$ cat src/rtl/fft64_pkg.sv
// Shared constants and peak FSM state type for the 64-bin FFT peak detector.
package fft64_pkg;

  localparam int unsigned FFT_N  = 64;
  localparam int unsigned BIN_W  = 6;
  localparam int unsigned DATA_W = 24;
  localparam int unsigned PWR_W  = 48;

  typedef enum logic {
    StEmpty = 1'b0,
    StFull  = 1'b1
  } peak_state_e;

endpackage

$ cat src/rtl/fft64_mag_sq.sv
// Two-stage |x|^2 pipeline: registered squares, then registered sum; valid and tag ride along.
module fft64_mag_sq #(
  parameter int unsigned DATA_W = 24,
  parameter int unsigned PWR_W  = 48,
  parameter int unsigned TAG_W  = fft64_pkg::BIN_W
) (
  input  logic                     clk,
  input  logic                     rstn,
  input  logic                     clr,
  input  logic                     in_valid,
  input  logic signed [DATA_W-1:0] in_real,
  input  logic signed [DATA_W-1:0] in_imag,
  input  logic [TAG_W-1:0]         in_tag,
  output logic                     out_valid,
  output logic [PWR_W-1:0]         out_pwr,
  output logic [TAG_W-1:0]         out_tag
);

  logic signed [PWR_W-1:0] re_ext, im_ext;
  logic [PWR_W-1:0]        sq_re_d, sq_im_d;

  logic                    v1_q;
  logic [TAG_W-1:0]        tag1_q;
  logic [PWR_W-1:0]        sq_re_q, sq_im_q;

  logic                    v2_q;
  logic [TAG_W-1:0]        tag2_q;
  logic [PWR_W-1:0]        pwr_q;

  // Sign-extend before squaring so the full-width product is exact, including (-2^23)^2.
  always_comb begin
    re_ext  = PWR_W'(in_real);
    im_ext  = PWR_W'(in_imag);
    sq_re_d = re_ext * re_ext;
    sq_im_d = im_ext * im_ext;
  end

  always_ff @(posedge clk) begin
    if (!rstn) begin
      v1_q    <= 1'b0;
      tag1_q  <= '0;
      sq_re_q <= '0;
      sq_im_q <= '0;
    end else begin
      v1_q <= in_valid && !clr;
      if (in_valid) begin
        tag1_q  <= in_tag;
        sq_re_q <= sq_re_d;
        sq_im_q <= sq_im_d;
      end
    end
  end

  always_ff @(posedge clk) begin
    if (!rstn) begin
      v2_q   <= 1'b0;
      tag2_q <= '0;
      pwr_q  <= '0;
    end else begin
      v2_q <= v1_q && !clr;
      if (v1_q) begin
        tag2_q <= tag1_q;
        pwr_q  <= sq_re_q + sq_im_q;
      end
    end
  end

  assign out_valid = v2_q;
  assign out_pwr   = pwr_q;
  assign out_tag   = tag2_q;

endmodule

$ cat src/rtl/fft64_peak_detect.sv
// Per-bin power stream plus per-frame peak (bin, power) with valid/ready and sticky overwrite flag.
module fft64_peak_detect #(
  parameter int unsigned DATA_W = 24,
  parameter int unsigned PWR_W  = 48
) (
  input  logic                           clk,
  input  logic                           rstn,
  input  logic                           din_valid,
  input  logic signed [DATA_W-1:0]       din_real,
  input  logic signed [DATA_W-1:0]       din_imag,
  input  logic                           sync_clr,
  output logic                           pwr_valid,
  output logic [PWR_W-1:0]               pwr_data,
  output logic [fft64_pkg::BIN_W-1:0]    pwr_bin,
  output logic                           peak_valid,
  input  logic                           peak_ready,
  output logic [fft64_pkg::BIN_W-1:0]    peak_bin,
  output logic [PWR_W-1:0]               peak_pwr,
  output logic                           ovf
);

  import fft64_pkg::*;

  localparam logic [BIN_W-1:0] LastBin = BIN_W'(FFT_N - 1);

  logic [BIN_W-1:0] bin_q;
  logic             in_accept;

  logic [PWR_W-1:0] max_pwr_q, cand_pwr;
  logic [BIN_W-1:0] max_bin_q, cand_bin;
  logic             frame_done;

  peak_state_e      state_q;
  logic [BIN_W-1:0] peak_bin_q;
  logic [PWR_W-1:0] peak_pwr_q;
  logic             ovf_q;

  assign in_accept = din_valid && !sync_clr;

  always_ff @(posedge clk) begin
    if (!rstn) begin
      bin_q <= '0;
    end else if (sync_clr) begin
      bin_q <= '0;
    end else if (din_valid) begin
      bin_q <= bin_q + 1'b1;
    end
  end

  fft64_mag_sq #(
    .DATA_W (DATA_W),
    .PWR_W  (PWR_W),
    .TAG_W  (BIN_W)
  ) u_mag_sq (
    .clk       (clk),
    .rstn      (rstn),
    .clr       (sync_clr),
    .in_valid  (in_accept),
    .in_real   (din_real),
    .in_imag   (din_imag),
    .in_tag    (bin_q),
    .out_valid (pwr_valid),
    .out_pwr   (pwr_data),
    .out_tag   (pwr_bin)
  );

  // Bin 0 restarts the max; later bins win only on strictly greater power.
  always_comb begin
    cand_pwr = max_pwr_q;
    cand_bin = max_bin_q;
    if (pwr_valid && ((pwr_bin == '0) || (pwr_data > max_pwr_q))) begin
      cand_pwr = pwr_data;
      cand_bin = pwr_bin;
    end
  end

  assign frame_done = pwr_valid && (pwr_bin == LastBin) && !sync_clr;

  always_ff @(posedge clk) begin
    if (!rstn) begin
      max_pwr_q <= '0;
      max_bin_q <= '0;
    end else if (sync_clr) begin
      max_pwr_q <= '0;
      max_bin_q <= '0;
    end else if (pwr_valid) begin
      max_pwr_q <= cand_pwr;
      max_bin_q <= cand_bin;
    end
  end

  // A completed frame always loads; it only counts as an overwrite if the old result was not taken.
  always_ff @(posedge clk) begin
    if (!rstn) begin
      state_q    <= StEmpty;
      peak_bin_q <= '0;
      peak_pwr_q <= '0;
      ovf_q      <= 1'b0;
    end else begin
      case (state_q)
        StEmpty: begin
          if (frame_done) begin
            peak_bin_q <= cand_bin;
            peak_pwr_q <= cand_pwr;
            state_q    <= StFull;
          end
        end
        StFull: begin
          if (frame_done) begin
            peak_bin_q <= cand_bin;
            peak_pwr_q <= cand_pwr;
            if (!peak_ready) begin
              ovf_q <= 1'b1;
            end
          end else if (peak_ready) begin
            state_q <= StEmpty;
          end
        end
        default: state_q <= StEmpty;
      endcase
    end
  end

  assign peak_valid = (state_q == StFull);
  assign peak_bin   = peak_bin_q;
  assign peak_pwr   = peak_pwr_q;
  assign ovf        = ovf_q;

endmodule

$ cat config.mk
export PLATFORM = sky130hd
export DESIGN_NAME = fft64_peak_detect
export DESIGN_NICKNAME = d
export VERILOG_FILES = /design/src/rtl/fft64_pkg.sv /design/src/rtl/fft64_mag_sq.sv /design/src/rtl/fft64_peak_detect.sv
export SDC_FILE = /design/constraint.sdc
export NUM_CORES = 2
export LEC_CHECK = 0
export ABC_AREA = 1
export CORE_MARGIN = 2
export CORE_UTILIZATION = 59
export DETAILED_ROUTE_END_ITERATION = 10
export HOLD_SLACK_MARGIN = 0.12
export PLACE_DENSITY = 0.91
export SLEW_MARGIN = 0
export SYNTH_ARGS = -nofsm -noshare
export SYNTH_HDL_FRONTEND = slang
export SYNTH_SLANG_ARGS = --single-unit
$ cat constraint.sdc
create_clock -name clk -period 7.8 [get_ports clk]
set_input_delay 1.56 -clock clk [delete_from_list [all_inputs] [get_ports clk]]
set_output_delay 1.56 -clock clk [all_outputs]
set_load 0.01 [all_outputs]
---- Word-level counts from Yosys, hierarchy flattened ----
Cells that the tools add are included.
word-level totals
  bits in registers ....................... 274
  bits of input ports ..................... 53
  word-level logic and storage cells ...... 42
cells by class
  $add $sub $neg .......................... 2
  multipliers ............................. 2
  magnitude comparators ................... 1
  eq/ne operators ......................... 1
  mux-type cells .......................... 8
  bitwise operators ....................... 3
  reductions and logical operators ........ 11
operator list
  operator                                     number
  multiplier 24 x 24 -> 48 bit                 2
  two-way mux 48 bit                           2
  adder 48 bit                                 1
  greater-than comparator 48 bit               1
  two-way mux 6 bit                            2
  adder 6 x 1 -> 6 bit, second input constant  1
  == test 6 bit, second input constant         1
  logical AND 1 bit                            6
  logical NOT 6 bit                            1
  two-way mux 1 bit                            3
  inverter 1 bit                               3
  AND reduction 3 bit                          1
  case mux 1 bit (2 select lines)              1
  OR reduction 2 bit                           1
  logical NOT 1 bit                            1
  logical OR 1 bit                             1

---- Logic depth before layout (Yosys ltp) ----
  word-level depth ........................ 5
  depth in mapped cells ................... 32
  mapped depth without buffers ............ 30

---- Cells and area by module ----
From an unflattened synthesis, not the netlist that was laid out.
unflattened totals
  cells, all modules ...................... 7715
  area total of the unflattened synthesis .. 57478.9 um^2
modules (own cells, without submodules)
  module             times used  cells each  area an instance (um^2)  sequential area each (um^2)
  fft64_mag_sq       1           6858        50850.0                  3123.0
  fft64_peak_detect  1           857         6628.9                   2322.2

---- Least setup slack after synthesis ----
No wires, ideal clock.
  kind .................................... input to register
  start point ............................. input port din_real[0]
  end point ............................... register u_mag_sq.sq_re_q[46]
  library setup time ...................... 109 ps
  arrival time ............................ 7765 ps
  required time ........................... 7691 ps
  path slack .............................. -74 ps
  stages .................................. 24
  path through ............................ clkbuf_1 > clkbuf_1 > nand2_1 > inv_1 > fa_1 > fa_1 > inv_1 > fa_1 > inv_1 > fa_1 > fa_1 > inv_1 > fa_1 > inv_1 > fa_1 > ha_1 > inv_1 > nor3_1 > nor3b_1 > o21ai_0 > nand4_1 > nand3_1 > nand2_1 > inv_1
between the ends
  longest elaborated chain between the ends .. 1
ends and longest elaborated chain
  element                       line                    RTL
  from (decl)                   fft64_peak_detect.sv:9  input logic signed [DATA_W-1:0] din_real,
  multiplier 24 x 24 -> 48 bit  fft64_mag_sq.sv:34      sq_re_d = re_ext * re_ext;
  to (signal assigned)          fft64_mag_sq.sv:48      sq_re_q <= sq_re_d;
  to (decl)                     fft64_mag_sq.sv:24      logic [PWR_W-1:0] sq_re_q, sq_im_q;
Every way passes these cells.
A chain may end at the register's enable or synchronous reset.

---- Worst setup path in the final report ----
  start point ............................. input port din_real[23]
  end point ............................... register u_mag_sq.sq_re_q[43]
Same word-level chain as after synthesis.

==> results.md <==
| Group | Metric | This run |
|---|---|---|
| worst setup path | Largest stage delay on the critical path | 0.62 ns |
| timing | Worst slew slack as a fraction of its limit | 25.90% |
| floorplan | I/O pins | 164 |
| synth | Syn. warnings | 0 |
| outcome | Run status | finished clean |
| worst setup path | Data arrival time at the worst-slack endpoint | 8.25 ns |
| final layout | Non-filler instance count after layout | 8922 |
| grt | Vias in the first global route | 52680 |
| timing | Hold WS | 0.4700 ns |
| synth | Number of enable-type register cells in the synthesized netlist | 0 |
| final layout | Antenna diode count | 0 |
| final layout | Signed area change from the synthesized netlist to the final layout | 17.99% |
| worst setup path | Slowest stage cell, crit path | sky130_fd_sc_hd__fa_1 |
| clock tree | H-tree Lvls | 1 |
| synth | Mapped Nets | 8577 |
| final layout | Flip-flop and latch area | 5448 um2 |
| final layout | Number of nets in the layout | 9269 |
| drt | Post-route antenna net violation count | 0 |
| worst hold path | Class of the worst hold path | flip-flop to flip-flop |
| worst setup path | Required time at the worst-slack endpoint | 8.26 ns |
| synth | Post-synth top flop | sky130_fd_sc_hd__dfxtp_1 |
| worst setup path | Cell chain of the critical path | clkdlybuf4s50_1, buf_12, buf_4, nand2_1, fa_1, inv_1, fa_1, buf_4, fa_1, fa_1, fa_1, fa_1, fa_1, ha_1, inv_1, o21bai_2, buf_4, a21oi_2, o21ai_0, a21oi_2, a31o_1, nand3_1, nand2_1, inv_1 |
| placed design | # placed instances | 8871 |
| drt | Pre-Repair DR Iteration Count | 6 |
| timing | Total Negative Setup Slacks | 0 ns |
| timing | RSZ-0062 raised after global routing | true |
| floorplan | Die width | 308.2 um |
| synth | Gate count after technology mapping | 7027 |
| clock tree | Clock tree from TritonCTS | done |
| drt | Avg Vias per Cell | 5.483 |
| worst setup path | Category of the most critical setup path | primary input to flip-flop |
| timing | Hold Fails Final Rpt | 0 |
| worst setup path | R2R Setup Slk | 4.44 ns |
| clock tree | Total clock buffers created by CTS | 29 |
| drt | Remaining DRCs | 0 |
| synth | Syn Area/Cell | 7.771 um2 |
| synth | Distinct cell type count after synthesis | 51 |
| floorplan | Die Ht | 308.2 um |
| grt | Largest net degree at the start of global routing | 142 |
| grt | Total global routing overflow | 0 |
| worst setup path | Most used cell along the critical path | sky130_fd_sc_hd__fa_1 |
| timing | Maximum clock rate | 0.1283 GHz |
| placed design | Detailed-placement wirelength estimate | 136100 um |
| floorplan | Cell row count | 111 |
| placed design | Gp weighted congestion | 1.018 |
| worst setup path | Capture point of the worst reg-to-reg path | peak_pwr[2] |
| final layout | Most frequent cells in the layout | sky130_fd_sc_hd__inv_1, sky130_fd_sc_hd__nand2_1, sky130_fd_sc_hd__fa_1, sky130_fd_sc_hd__nor2_1, sky130_fd_sc_hd__buf_4 |
| worst setup path | Path depth of the worst reg2reg path | 17 |
| floorplan | Placeable core region | 91660 um2 |
| floorplan | Starting Density | 59.58% |
| synth | Async set-or-reset flop fraction in the synthesized netlist | 0% |
| clock tree | Clock network latency to the later pin of the worst-skew pair | 0.57 ns |
| worst setup path | Critical path launch point type | primary input |
| worst setup path | Worst setup path end | u_mag_sq.sq_re_q[43] |
| placed design | Buffers added on ports | 163 |
| timing | Setup skew after layout | 0.007327 ns |
| final layout | # fillers | 6404 |
| grt | Wire length of the first global-routing pass | 262200 um |
| final layout | Combined area of the multi-input logic cells | 41440 um2 |
| synth | Flip-flop and latch count after synthesis | 272 |
| worst setup path | Setup crit start | din_real[23] |
| final layout | Most common library cell in the layout ignoring fill and taps | sky130_fd_sc_hd__inv_1 |
| drt | Routed Wire Length | 163500 um |
| grt | Initial antenna violation count | 1 |
| drt | Drt initial violations | 4755 |
| timing | Crit share post-route | 99.91% |
| floorplan | Die ar. | 95010 um2 |
| timing | Number of max-slew violations in the final report | 0 |
| clock tree | Clock transition time at the flip-flop clock pins of the worst setup and hold paths | 0.06 ns |
| clock tree | Cell at the root of the clock tree | sky130_fd_sc_hd__clkbuf_16 |
| run | Total of max-cap violations | 0 |
| drt | WL per Instance | 18.32 um |
| worst setup path | Max FO, Critical Path | 11 |
| timing | Worst-Margin Slew | 1.110 ns |
| clock tree | Number of buffers on the longest clock path | 3 |
| clock tree | Cts-stage hold buffer count | 0 |
| final layout | Layout cells sized above 1 | 13.19% |
| clock tree | # clock sinks | 272 |
| synth | Post-Synthesis Cell Area | 54610 um2 |
| worst setup path | Critical Path Sink Type | flip-flop |
| timing | Final Setup Violations | 0 |
| drt | Via count | 48920 |
| worst setup path | Reg-to-Reg Start | max_pwr_q[15] |
| grt | Global router's overall resource usage | 34.64% |
| timing | Minimum clock period | 7.793 ns |
| synth | Share of the yosys chip area belonging to registers | 9.971% |
final cells by class:
class,count,area share [%]
tap,1186,2.303
multi-input combinational,4497,64.30
timing repair buffer,866,11.61
clock buffer,40,1.237
sequential,272,8.454
inverter,2053,11.98
clock inverter,8,0.1126
Yosys cell counts (12+ instances only):
master | count | area [um2]
sky130_fd_sc_hd__nor3_1 | 31 | 155.2
sky130_fd_sc_hd__xnor2_1 | 36 | 315.3
sky130_fd_sc_hd__nand4_1 | 25 | 156.4
sky130_fd_sc_hd__nand2_1 | 1148 | 4309
sky130_fd_sc_hd__o21a_1 | 12 | 90.09
sky130_fd_sc_hd__ha_1 | 385 | 4817
sky130_fd_sc_hd__o21bai_1 | 22 | 165.2
sky130_fd_sc_hd__nor2_1 | 705 | 2646
sky130_fd_sc_hd__a21o_1 | 26 | 195.2
sky130_fd_sc_hd__nand2_2 | 52 | 325.3
sky130_fd_sc_hd__o21ai_0 | 228 | 1141
sky130_fd_sc_hd__dfxtp_1 | 272 | 5445
sky130_fd_sc_hd__nand3_1 | 247 | 1236
sky130_fd_sc_hd__o211ai_1 | 18 | 135.1
sky130_fd_sc_hd__a21oi_1 | 271 | 1356
sky130_fd_sc_hd__a31oi_1 | 14 | 87.58
sky130_fd_sc_hd__o21ai_1 | 44 | 220.2
sky130_fd_sc_hd__fa_1 | 1112 | 22260
sky130_fd_sc_hd__clkbuf_1 | 170 | 638.1
sky130_fd_sc_hd__xor2_1 | 53 | 464.2
sky130_fd_sc_hd__buf_2 | 19 | 95.09
sky130_fd_sc_hd__inv_1 | 2043 | 7669
worst max-delay path, delay by kind of cell:
| kind | cells | cell delay (ns) |
|---|---|---|
| buffers and inverters | 8 | 1.49 |
| AO/OA/AOI/OAI | 5 | 0.73 |
| AND/OR/NAND/NOR | 3 | 0.42 |
| adder cells (fa/ha/maj) | 8 | 4.03 |
per-layer routing:
metal	share of wire, %	track usage, %	vias up
met3	8.8	5.318	739
met1	37	42.69	23680
met4	5.8	16.13	2
met2	48	59.88	2656
li1	-	-	21850
met5	0.010	0	-
flip-flops by register name (all words and copies together), names as in the netlist:
register,cells
ovf,1
u_mag_sq.out_pwr,48
u_mag_sq.v1_q,1
u_mag_sq.sq_re_q,47
u_mag_sq.out_valid,1
max_bin_q,6
u_mag_sq.tag1_q,6
max_pwr_q,48
peak_bin,6
peak_pwr,48
peak_valid,1
u_mag_sq.out_tag,6
u_mag_sq.sq_im_q,47
bin_q,6
worst min path at each step:
stage | from | end | slack (ns) | depth (start not counted)
global route | bin_q[4] | bin_q[4] | 0.49 | 1
global placement | bin_q[4] | bin_q[4] | 0.43 | 1
CTS | bin_q[4] | bin_q[4] | 0.47 | 1
finish | ovf | ovf | 0.47 | 1
detailed placement | max_bin_q[2] | max_bin_q[2] | 0.46 | 2
floorplan | bin_q[4] | bin_q[4] | 0.42 | 1
cells by family after synthesis:
logic type,count (synthesis),synth area share [%]
AO/OA/AOI/OAI,664,6.690
XOR/XNOR,89,1.427
adder cells (fa/ha/maj),1497,49.59
buffers and inverters,2258,15.63
flip-flops,272,9.971
AND/OR/NAND/NOR,2247,16.69
through the flow:
| step | setup WS, ns | instance area (um2) | util, % |
|---|---|---|---|
| floorplan | 0.004536 | 54610 | - |
| global placement | -0.5999 | 62650 | 68.35 |
| detailed placement | -0.6906 | 62650 | 68.35 |
| CTS | 0.002855 | 63560 | 69.34 |
| global route | -0.1177 | 64440 | 70.30 |
| finish | 0.007049 | 64440 | 70.30 |
what timing repair did:
item	in CTS	in global routing
setup buffers	0	3
pin swaps	0	37
gates resized for setup	13	271
setup endpoints to repair	12	59
Power is not shown: default switching activity piles up to over one toggle a cycle in this logic, so the estimate is an artifact.
==> RTL edit: new RTL, same flow settings <==
Reset style: asynchronous (`rstn`), changed in 5 clocked blocks.
--- a/src/rtl/fft64_mag_sq.sv
+++ b/src/rtl/fft64_mag_sq.sv
@@ -35,7 +35,7 @@
     sq_im_d = im_ext * im_ext;
   end
 
-  always_ff @(posedge clk) begin
+  always_ff @(posedge clk or negedge rstn) begin
     if (!rstn) begin
       v1_q    <= 1'b0;
       tag1_q  <= '0;
@@ -51,7 +51,7 @@
     end
   end
 
-  always_ff @(posedge clk) begin
+  always_ff @(posedge clk or negedge rstn) begin
     if (!rstn) begin
       v2_q   <= 1'b0;
       tag2_q <= '0;
--- a/src/rtl/fft64_peak_detect.sv
+++ b/src/rtl/fft64_peak_detect.sv
@@ -37,7 +37,7 @@
 
   assign in_accept = din_valid && !sync_clr;
 
-  always_ff @(posedge clk) begin
+  always_ff @(posedge clk or negedge rstn) begin
     if (!rstn) begin
       bin_q <= '0;
     end else if (sync_clr) begin
@@ -76,7 +76,7 @@
 
   assign frame_done = pwr_valid && (pwr_bin == LastBin) && !sync_clr;
 
-  always_ff @(posedge clk) begin
+  always_ff @(posedge clk or negedge rstn) begin
     if (!rstn) begin
       max_pwr_q <= '0;
       max_bin_q <= '0;
@@ -90,7 +90,7 @@
   end
 
   // A completed frame always loads; it only counts as an overwrite if the old result was not taken.
-  always_ff @(posedge clk) begin
+  always_ff @(posedge clk or negedge rstn) begin
     if (!rstn) begin
       state_q    <= StEmpty;
       peak_bin_q <= '0;
Function: changed (Yosys sat finds a counterexample within 4 cycles, from zero or initial values and one cycle with rstn low; the reset may be asserted at any time).
==> RTL edit against the original RTL <==
  * Design area rose by 0.25%
  * First-iteration DRC count rose by 4.4%
  * Sequential share of layout area rose by 2.1 points
  * Setup slack improved by 0.027 ns
  * Sequential cell count did not move
  * Critical endpoint is now u_mag_sq.sq_im_q[44]
  * Fmax rose by 0.35%
  * Routed wire length rose by 4.0%
  * Worst hold slack improved by 0.0068 ns
  * Synthesized area rose by 0.36%
  * Core utilization rose by 0.072 points
  * Clock skew rose by 0.048 ns
Power is not shown: default switching activity piles up to over one toggle a cycle in this logic, so the estimate is an artifact.
==> RTL edit: results (changes against the original RTL) <==
drtIter0Drc: 4964  # was 4755
whs_ns: 0.4767  # was 0.4700 ns
grt_max_degree: 144  # was 142
critPathMaxFanout: 6  # was 11
grt_pass1_vias: 52630  # was 52680
timing.hold.worst.class: "reg -> reg"  # unchanged
synth_seq_area_share_pct: 12.42  # was 9.971%
grt_pass1_wl_um: 269800  # was 262200 µm
via_count: 48570  # was 48920
final_nets: 8994  # was 9269
portBuffers: 163  # unchanged
synthCells: 6729  # was 7027
dp_hpwl_um: 141800  # was 136100 µm
nFillCells: 6282  # was 6404
dp_slack_ns: -0.7935  # was -0.6906 ns
dp.cells: 8643  # was 8871
ys_async_sr_fraction_pct: 100.0  # was 0%
reg2reg_to: "max_pwr_q[21]"  # was peak_pwr[2]
crit_arrival_ns: 8.29  # was 8.25 ns
cts_max_path_buffers: 3  # unchanged
crit_type: "in -> reg"  # unchanged
antenna_found_initial: 2  # was 1
worstHoldPathCells: 1  # unchanged
root_buffer: "clkbuf_16"  # unchanged
r2r_setup_slack_ns: 4.19  # was 4.44 ns
hold_end: "bin_q[4]"  # was ovf
grt.total_usage_pct: 36.10  # was 34.64%
placed_area_um2: 62950  # was 62650 µm²
tightest_slew_ns: 1.116  # was 1.110 ns
synth_fp_nets: 8279  # was 8577
clk_latency_ns: 0.62  # was 0.57 ns
reg2regPathDepth: 12  # was 17
cts_buffers: 30  # was 29
slowest_delay_ns: 0.65  # was 0.62 ns
cp_slowest_cell: "fa_1"  # unchanged
status: "complete, no violations"  # unchanged
synthAdderAreaFrac_pct: 49.41  # was 49.59%
multiInputGateArea_um2: 40750  # was 41440 µm²
dr.pass1.iters: 9  # was 6
drt-wirelength-per-cell_um: 19.52  # was 18.32 µm
synthTopCellsByCount: "inv_1, nand2_1, fa_1"  # unchanged
min_period_over_period_pct: 99.56  # was 99.91%
drive_above_1_share_pct: 12.34  # was 13.19%
yosys_warnings: 0  # unchanged
ant_nets: 0  # unchanged
synth_mux_area_share_pct: 0  # unchanged
crit_path_start: "din_imag[23]"  # was din_real[23]
r2r-start: "u_mag_sq.out_pwr[11]"  # was max_pwr_q[15]
synth_xor_area_share_pct: 1.502  # was 1.427%
clock_skew_ns: 0.05546  # was 0.007327 ns
hold_start: "bin_q[4]"  # was ovf
synth_compound_area_share_pct: 5.431  # was 6.690%
drt-vias-per-instance: 5.576  # was 5.483
synth.distinct_cells: 49  # was 51
gp_congestion: 1.035  # was 1.018
cts_max_level: 1  # unchanged
crit_path_end: "u_mag_sq.sq_im_q[44]"  # was u_mag_sq.sq_re_q[43]
synth_ff_type: "dfrtp_1"  # was dfxtp_1
synth_area_leaders: "fa_1, inv_1, dfrtp_1, nand2_1, ha_1"  # was fa_1, inv_1, dfxtp_1, ha_1, nand2_1
## RTL edit: layout make-up
type                       instances  share of cell area, %
antenna                            2               0.007747
clock buffer                      40                  1.282
clock inverter                    13                 0.2053
inverter                        1860                  10.82
multi-input combinational       4414                  63.08
sequential                       272                  10.54
tap                             1243                  2.407
timing repair buffer             866                  11.65
## RTL edit: critical path, delay by kind of cell
family / cells / cell delay (ns)
AOI/OAI and AO/OA: 1 / 0.18
and+or+nand+nor: 9 / 0.90
adders and majority gates: 8 / 4.18
buffers and inverters: 11 / 1.46
## RTL edit: repair_timing
item	4_1_cts	5_1_grt
endpoints found under the setup margin	19	53
hold buffers	0	0
gates resized for setup	5	151
buffers inserted	0	11
cloned	0	1
pin swaps	0	28
## RTL edit: layer usage
metal  share of wire, %  up-vias  wire (µm)  global-route usage [%]
met4                6.6        0      11210                   19.25
met3                8.8      842      15030                   4.714
met1                 36    23710      60670                   44.60
li1                   -    21140          -                       -
met2                 49     2870      83080                   62.00
met5                  0        -          0                       0
